### src/rtl/pp_gen_stage.sv
// Registered partial-product generator with a 2-entry skid buffer toward the Wallace tree.
// Define SIGNED_PP_EN to build Baugh-Wooley signed rows instead of the plain unsigned AND matrix.
module pp_gen_stage #(
  parameter int WIDTH = 8,
  parameter int CNT_W = 16
) (
  input  logic                   clk,
  input  logic                   rst,
  input  logic                   in_valid,
  output logic                   in_ready,
  input  logic [WIDTH-1:0]       a_in,
  input  logic [WIDTH-1:0]       b_in,
  output logic                   out_valid,
  input  logic                   out_ready,
  output logic [WIDTH*WIDTH-1:0] pp_out,
  output logic [CNT_W-1:0]       op_cnt
);

  localparam int PPW = WIDTH * WIDTH;

  logic [PPW-1:0] pp_next;
  logic [PPW-1:0] main_d, skid_d;
  logic           main_v, skid_v;
  logic           acc, drain;

  // One row per multiplier bit.
  for (genvar i = 0; i < WIDTH; i++) begin : g_row
    logic [WIDTH-1:0] row;
    assign row = a_in & {WIDTH{b_in[i]}};
`ifdef SIGNED_PP_EN
    // Baugh-Wooley: the tree adds the correction constant.
    if (i < WIDTH - 1) begin : g_mid
      assign pp_next[i*WIDTH +: WIDTH] = row ^ {1'b1, {(WIDTH-1){1'b0}}};
    end else begin : g_top
      assign pp_next[i*WIDTH +: WIDTH] = row ^ {1'b0, {(WIDTH-1){1'b1}}};
    end
`else
    assign pp_next[i*WIDTH +: WIDTH] = row;
`endif
  end

  // Ready depends only on registered state, so out_ready never reaches in_ready.
  assign in_ready  = !skid_v && !rst;
  assign acc       = in_valid && in_ready;
  assign drain     = main_v && out_ready;
  assign out_valid = main_v;
  assign pp_out    = main_d;

  always_ff @(posedge clk) begin
    if (rst) begin
      main_v <= 1'b0;
      skid_v <= 1'b0;
      main_d <= '0;
      skid_d <= '0;
      op_cnt <= '0;
    end else begin
      if (!main_v || drain) begin
        // Skid holds the older entry and must go first; no accept can coincide.
        if (skid_v) begin
          main_d <= skid_d;
          main_v <= 1'b1;
          skid_v <= 1'b0;
        end else if (acc) begin
          main_d <= pp_next;
          main_v <= 1'b1;
        end else begin
          main_v <= 1'b0;
        end
      end else if (acc) begin
        skid_d <= pp_next;
        skid_v <= 1'b1;
      end
      if (drain) op_cnt <= op_cnt + 1'b1;
    end
  end

endmodule

### config.mk
export PLATFORM = sky130hd
export DESIGN_NAME = pp_gen_stage
export DESIGN_NICKNAME = d
export VERILOG_FILES = /design/src/rtl/pp_gen_stage.sv
export SDC_FILE = /design/constraint.sdc
export NUM_CORES = 1
export LEC_CHECK = 0
export BUFFER_PORTS_ARGS = -buffer_cell sky130_fd_sc_hd__buf_2
export CORE_UTILIZATION = 56
export DETAILED_ROUTE_END_ITERATION = 12
export GPL_TIMING_DRIVEN = 0
export PLACE_DENSITY = 0.78
export SLEW_MARGIN = 20
export SYNTH_ARGS = -nofsm -noshare
export SYNTH_HDL_FRONTEND = slang
export SYNTH_SLANG_ARGS = --single-unit
### constraint.sdc
create_clock -name clk -period 1.9 [get_ports clk]
set_input_delay 0.57 -clock clk [delete_from_list [all_inputs] [get_ports clk]]
set_output_delay 0.57 -clock clk [all_outputs]
set_load 0.1 [all_outputs]
== Word level (Yosys, flattened, before mapping) ==
Cells that the tools add are included.

* Bitwise operators: 9
* Muxes and demuxes: 4
* $add $sub $neg: 1
* Reductions and logical operators: 11

{| class="wikitable"
|+ Operators by type and width
! kind !! count
|-
| $mux W64 || 2
|-
| $and A8 B8 Y8 || 8
|-
| $add A16 B1 Y16 const B || 1
|-
| $reduce_and A2 Y1 || 2
|-
| $logic_and A1 B1 Y1 || 3
|-
| $logic_not A1 Y1 || 3
|-
| $mux W1 || 2
|-
| $reduce_bool A2 Y1 || 1
|-
| $reduce_or A2 Y1 || 1
|-
| $logic_or A1 B1 Y1 || 1
|-
| $not A1 Y1 || 1
|}

* Output and inout bits: 82
* Bits in registers: 146
* Word-level logic and storage cells: 30

== Longest topological paths before layout ==
* Depth after elaboration: 5
* Mapped depth: 6
* Depth with buffers taken out: 5

== Worst setup path after synthesis ==
OpenSTA, ideal clock, no wires.

* Kind: input to register
* Start point: input port rst
* End point: register skid_d[10]
* Arrival: 2,839 ps
* Stages on the path: 5
* Path buffers: 1
* Required time: 1,768 ps
* Slack: -1,071 ps
* Setup time: 132 ps
* Path through: nor2_1 > nand3_1 > clkbuf_1 > nand2_1 > a21oi_1

* Word-level cells in the longest chain between the ends: 4

{| class="wikitable"
|+ RTL lines
! element !! line !! text
|-
| from (decl) || 8 || <nowiki>input logic rst,</nowiki>
|-
| $logic_not A1 Y1 || 43 || <nowiki>assign in_ready = !skid_v && !rst;</nowiki>
|-
| $logic_and A1 B1 Y1 || 43 ||
|-
| $logic_and A1 B1 Y1 || 44 || <nowiki>assign acc = in_valid && in_ready;</nowiki>
|-
| $reduce_and A2 Y1 (no line) || n/a ||
|-
| to (signal assigned) || 70 || <nowiki>skid_d <= pp_next;</nowiki>
|-
| to (decl) || 22 || <nowiki>logic [PPW-1:0] main_d, skid_d;</nowiki>
|}

Several ways; a longest one is shown, not always the timed one.
A chain may end at the register's enable or synchronous reset.

== Worst setup path after layout ==
* Start point: register main_d[0], in the netlist pp_out[0]
* End point: output port pp_out[0]

{| class="wikitable"
|+ RTL lines
! element !! line !! text
|-
| from (decl) || 22 ||
|-
| from (signal assigned) || 60 || <nowiki>main_d <= skid_d;</nowiki>
|-
| from (signal assigned) || 64 || <nowiki>main_d <= pp_next;</nowiki>
|-
| to (decl) || 15 || <nowiki>output logic [WIDTH*WIDTH-1:0] pp_out,</nowiki>
|}

No word-level cell between the ends.

==> results.md <==
* Simple-gate share of the synthesized area at 0.245
* GPL Wtd Cong at about 0.85
* Delay-heaviest family, CP: buffers and inverters
* Cts bufs inserted at 17
* Largest cells by area after synthesis: dfxtp_1 49%, a21oi_1 11%, a211oi_1 8.1%
* # rows at 37
* DIE AREA at roughly 11000 µm²
* Final worst path period need at ~1.9 ns
* Residual DRC at 0
* Buf+Inv Stages, Crit Path at 1
* Fillcell total at 809
* Pin count of the biggest net entering global routing at 17
* H-tree levels at 4
* Asr flop ratio synth at 0
* Mapped Cells at between 700 and 800
* First-pass DRT Iterations at 5
* Met2 WL at slightly above 8 mm
* Max IR drop VDD at between 0.5 and 0.6 mV
* Chip height at between 100 and 150 µm
* Hold buffer count at cts at 0
* Clock skew at about 0.0056 ns
* Top FF cell, synth: dfxtp_1
* Post-DP HPWL at ~11 mm
* Internal cell power at between 5 and 6 mW
* Switching Share at 0.318
* Sequential fraction of design power at 0.417
* Status: finished clean
* DR iter-0 viols at about 540
* Clock buffer depth at 2
* Total number of yosys warnings at 0
* Worst-path clk slew at around 0.06 ns
* Layout cells sized above 1 at 0.192
* Max FO, Critical Path at 2
* Post-synth net total at 763
* # setup viols final at 0
* Post-Synth XOR/XNOR Area at 0.0161
* Nets at approximately 900
* Sequential cell area fraction in the yosys report at 0.490
* Initial Utilization at 0.578
* Ant diodes at 0
* Clock share of power at 0.392
* Actual slew at the worst max-slew pin at between 0.7 and 0.8 ns
* Synth Register Bits at about 150
* Root Buffer: clkbuf_8
* Final worst path period share at 0.992
* Antenna violations before repair at 0
* DP Area at around 6700 µm²
* Max Cap Violations at 0
* Hold WC Path Type: input port to flip-flop
* Clk sinks at between 100 and 150
* Post-synthesis cell area at 5970 µm²
* Vias after detailed routing at 5998
* Slew margin rel. at 0.528
* Critical path, cell by cell: buf_2
* NetSw at ~2.5 mW
* Final Max Slew Viols at 0
* Mux share of post-synthesis cell area at 0
* LEAKAGE at ~2.9 nW
* Total GRT Usage at 0.312
* Cell count along the critical path at 1
* Worst skew pair latency at between 0.5 and 0.6 ns
* DR WL met3 at between 1 and 1.5 mm
* CTS tree: built
* Most frequent cells in the layout: 135 x a21oi_1, 132 x dfxtp_1, 77 x nor2_1
* Commonest non-fill, non-tap cell in the layout: a21oi_1
* WHS Path Cells at 3
* Final hold viol count at 0
* Width of the die at 105 µm
* Finished Cell Area at between 7000 and 8000 µm²
* Synth area leader: dfxtp_1
* Vias in the first global route at between 5000 and 6000
* EDFF count, synth at 0
* Vias/cell at about 6
* RSZ-0062 raised after global routing: no
* Routed WL at 17.0 mm
* Arrival @ worst endpoint at 1.31 ns
* Reg2reg path depth at 5
* Core Region at roughly 10000 µm²
* Logic gate share of total power at 0.191
* Highest clock rate at ~530 MHz
* Post-Synth Adder-Cell Area at 0.00210
* Area delta synth->final at 23.6%
* Top-area cell type share of the netlist area at 0.490
* Final ANT Viol Nets at 0
* First-pass GRT wire length at approximately 27 mm
* Syn avg cell area at around 8.0 µm²
* Req. time, crit path at between 1 and 1.5 ns
* PortBufs at 101
* Largest family of logic cells by synthesized area: simple AND/OR/NAND/NOR gates
* Critical Path Max Stage Delay at approximately 0.43 ns
* Remaining global-route overflow at 0
* Synth cell types at 30
* IO Pins at ~100
* Metal-1 WL at about 7.2 mm
* Worst path slowest cell: buf_2
* CP Launch Type: flip-flop
* CP Class: flip-flop to output pin
* Setup tns final at 0 ns
* Pwr dens at ~1100 nW/µm²
* Post-synthesis compound-gate area fraction at 0.198
* Routed len/inst at roughly 17 µm
* Crit. End Element: output pin
* Uppermost layer routed: met4
## Yosys cell counts, drive strengths merged (2+ instances only)
cell type / count
nand4: 4
and4: 2
inv: 4
nand2: 72
clkbuf: 62
a211oi: 64
nor3: 4
nor2: 78
xor2: 6
o21ai: 2
nand2b: 2
dfxtp: 146
xnor2: 5
a21oi: 135
buf: 11
nand3: 69
and3: 65
or3: 3
## area by class of cell
class / instances / area (µm²) / share of cell area
clock inverter: 4 / 22.5 / 0.00305
inverter: 4 / 15.0 / 0.00204
sequential: 146 / 2970 / 0.402
timing repair buffer: 101 / 609 / 0.0826
tap: 136 / 170 / 0.0231
multi-input combinational: 519 / 2760 / 0.375
buffer: 73 / 314 / 0.0426
clock buffer: 25 / 515 / 0.0699
## routing by layer
metal / GRT usage / vias to the layer above
li1: - / 2855
met5: 0 / -
met4: 0.141 / 0
met2: 0.487 / 278
met1: 0.410 / 2815
met3: 0.0711 / 50
## power groups by stage
stage	Clock [mW]	Sequential [mW]	Combinational [mW]
after floorplan	0	4.05	0.394
after global placement	0	3.29	1.42
after detailed placement	0	3.30	1.44
after CTS	3.04	3.23	1.45
after global routing	3.18	3.24	1.54
final	3.03	3.23	1.48
## worst min-delay path, cell delays in order
cell and delay (ns):
buf_2 0.13, nand3_1 0.08, a21oi_1 0.05
## sequential cells by signal, indices dropped and copies added (netlist names)
register,flops
out_valid,1
pp_out,64
op_cnt,16
skid_d,64
skid_v,1
## worst paths after layout
check | start | endpoint | slack, ns
worst min-delay path | out_ready | op_cnt[1] | 0.33
worst min register to register | skid_d[32] | skid_d[32] | 0.46
worst max-delay path | pp_out[0] | pp_out[0] | 0.02
worst max register to register | out_valid | pp_out[0] | 0.14
## through the flow
step / hold WS [ns] / worst slack (ns) / power [mW] / cells / utilization
final: 0.330 / 0.0161 / 7.75 / 1008 / 0.714
after global routing: 0.340 / 0.0000425 / 7.97 / 1008 / 0.714
after CTS: 0.326 / 0.0000513 / 7.72 / 1008 / 0.706
after detailed placement: 0.448 / -0.565 / 4.74 / 979 / 0.651
after global placement: 0.442 / -0.432 / 4.71 / 979 / 0.651
after floorplan: 0.436 / 0.00725 / 4.45 / 742 / -
## cells by family after synthesis
kind of cell / after synthesis
AOI/OAI and AO/OA: 203
and+or+nand+nor: 304
adders and majority gates: 1
DFF: 146
xor gates and xnor gates: 11
buffers and inverters: 77
## repair_timing
action	CTS	global route
setup endpoints to repair	72	78
resized for setup	11	46
hold endpoints to repair	0	0
buffers inserted	0	0
Note: power is estimated with default switching activity, not from simulation.
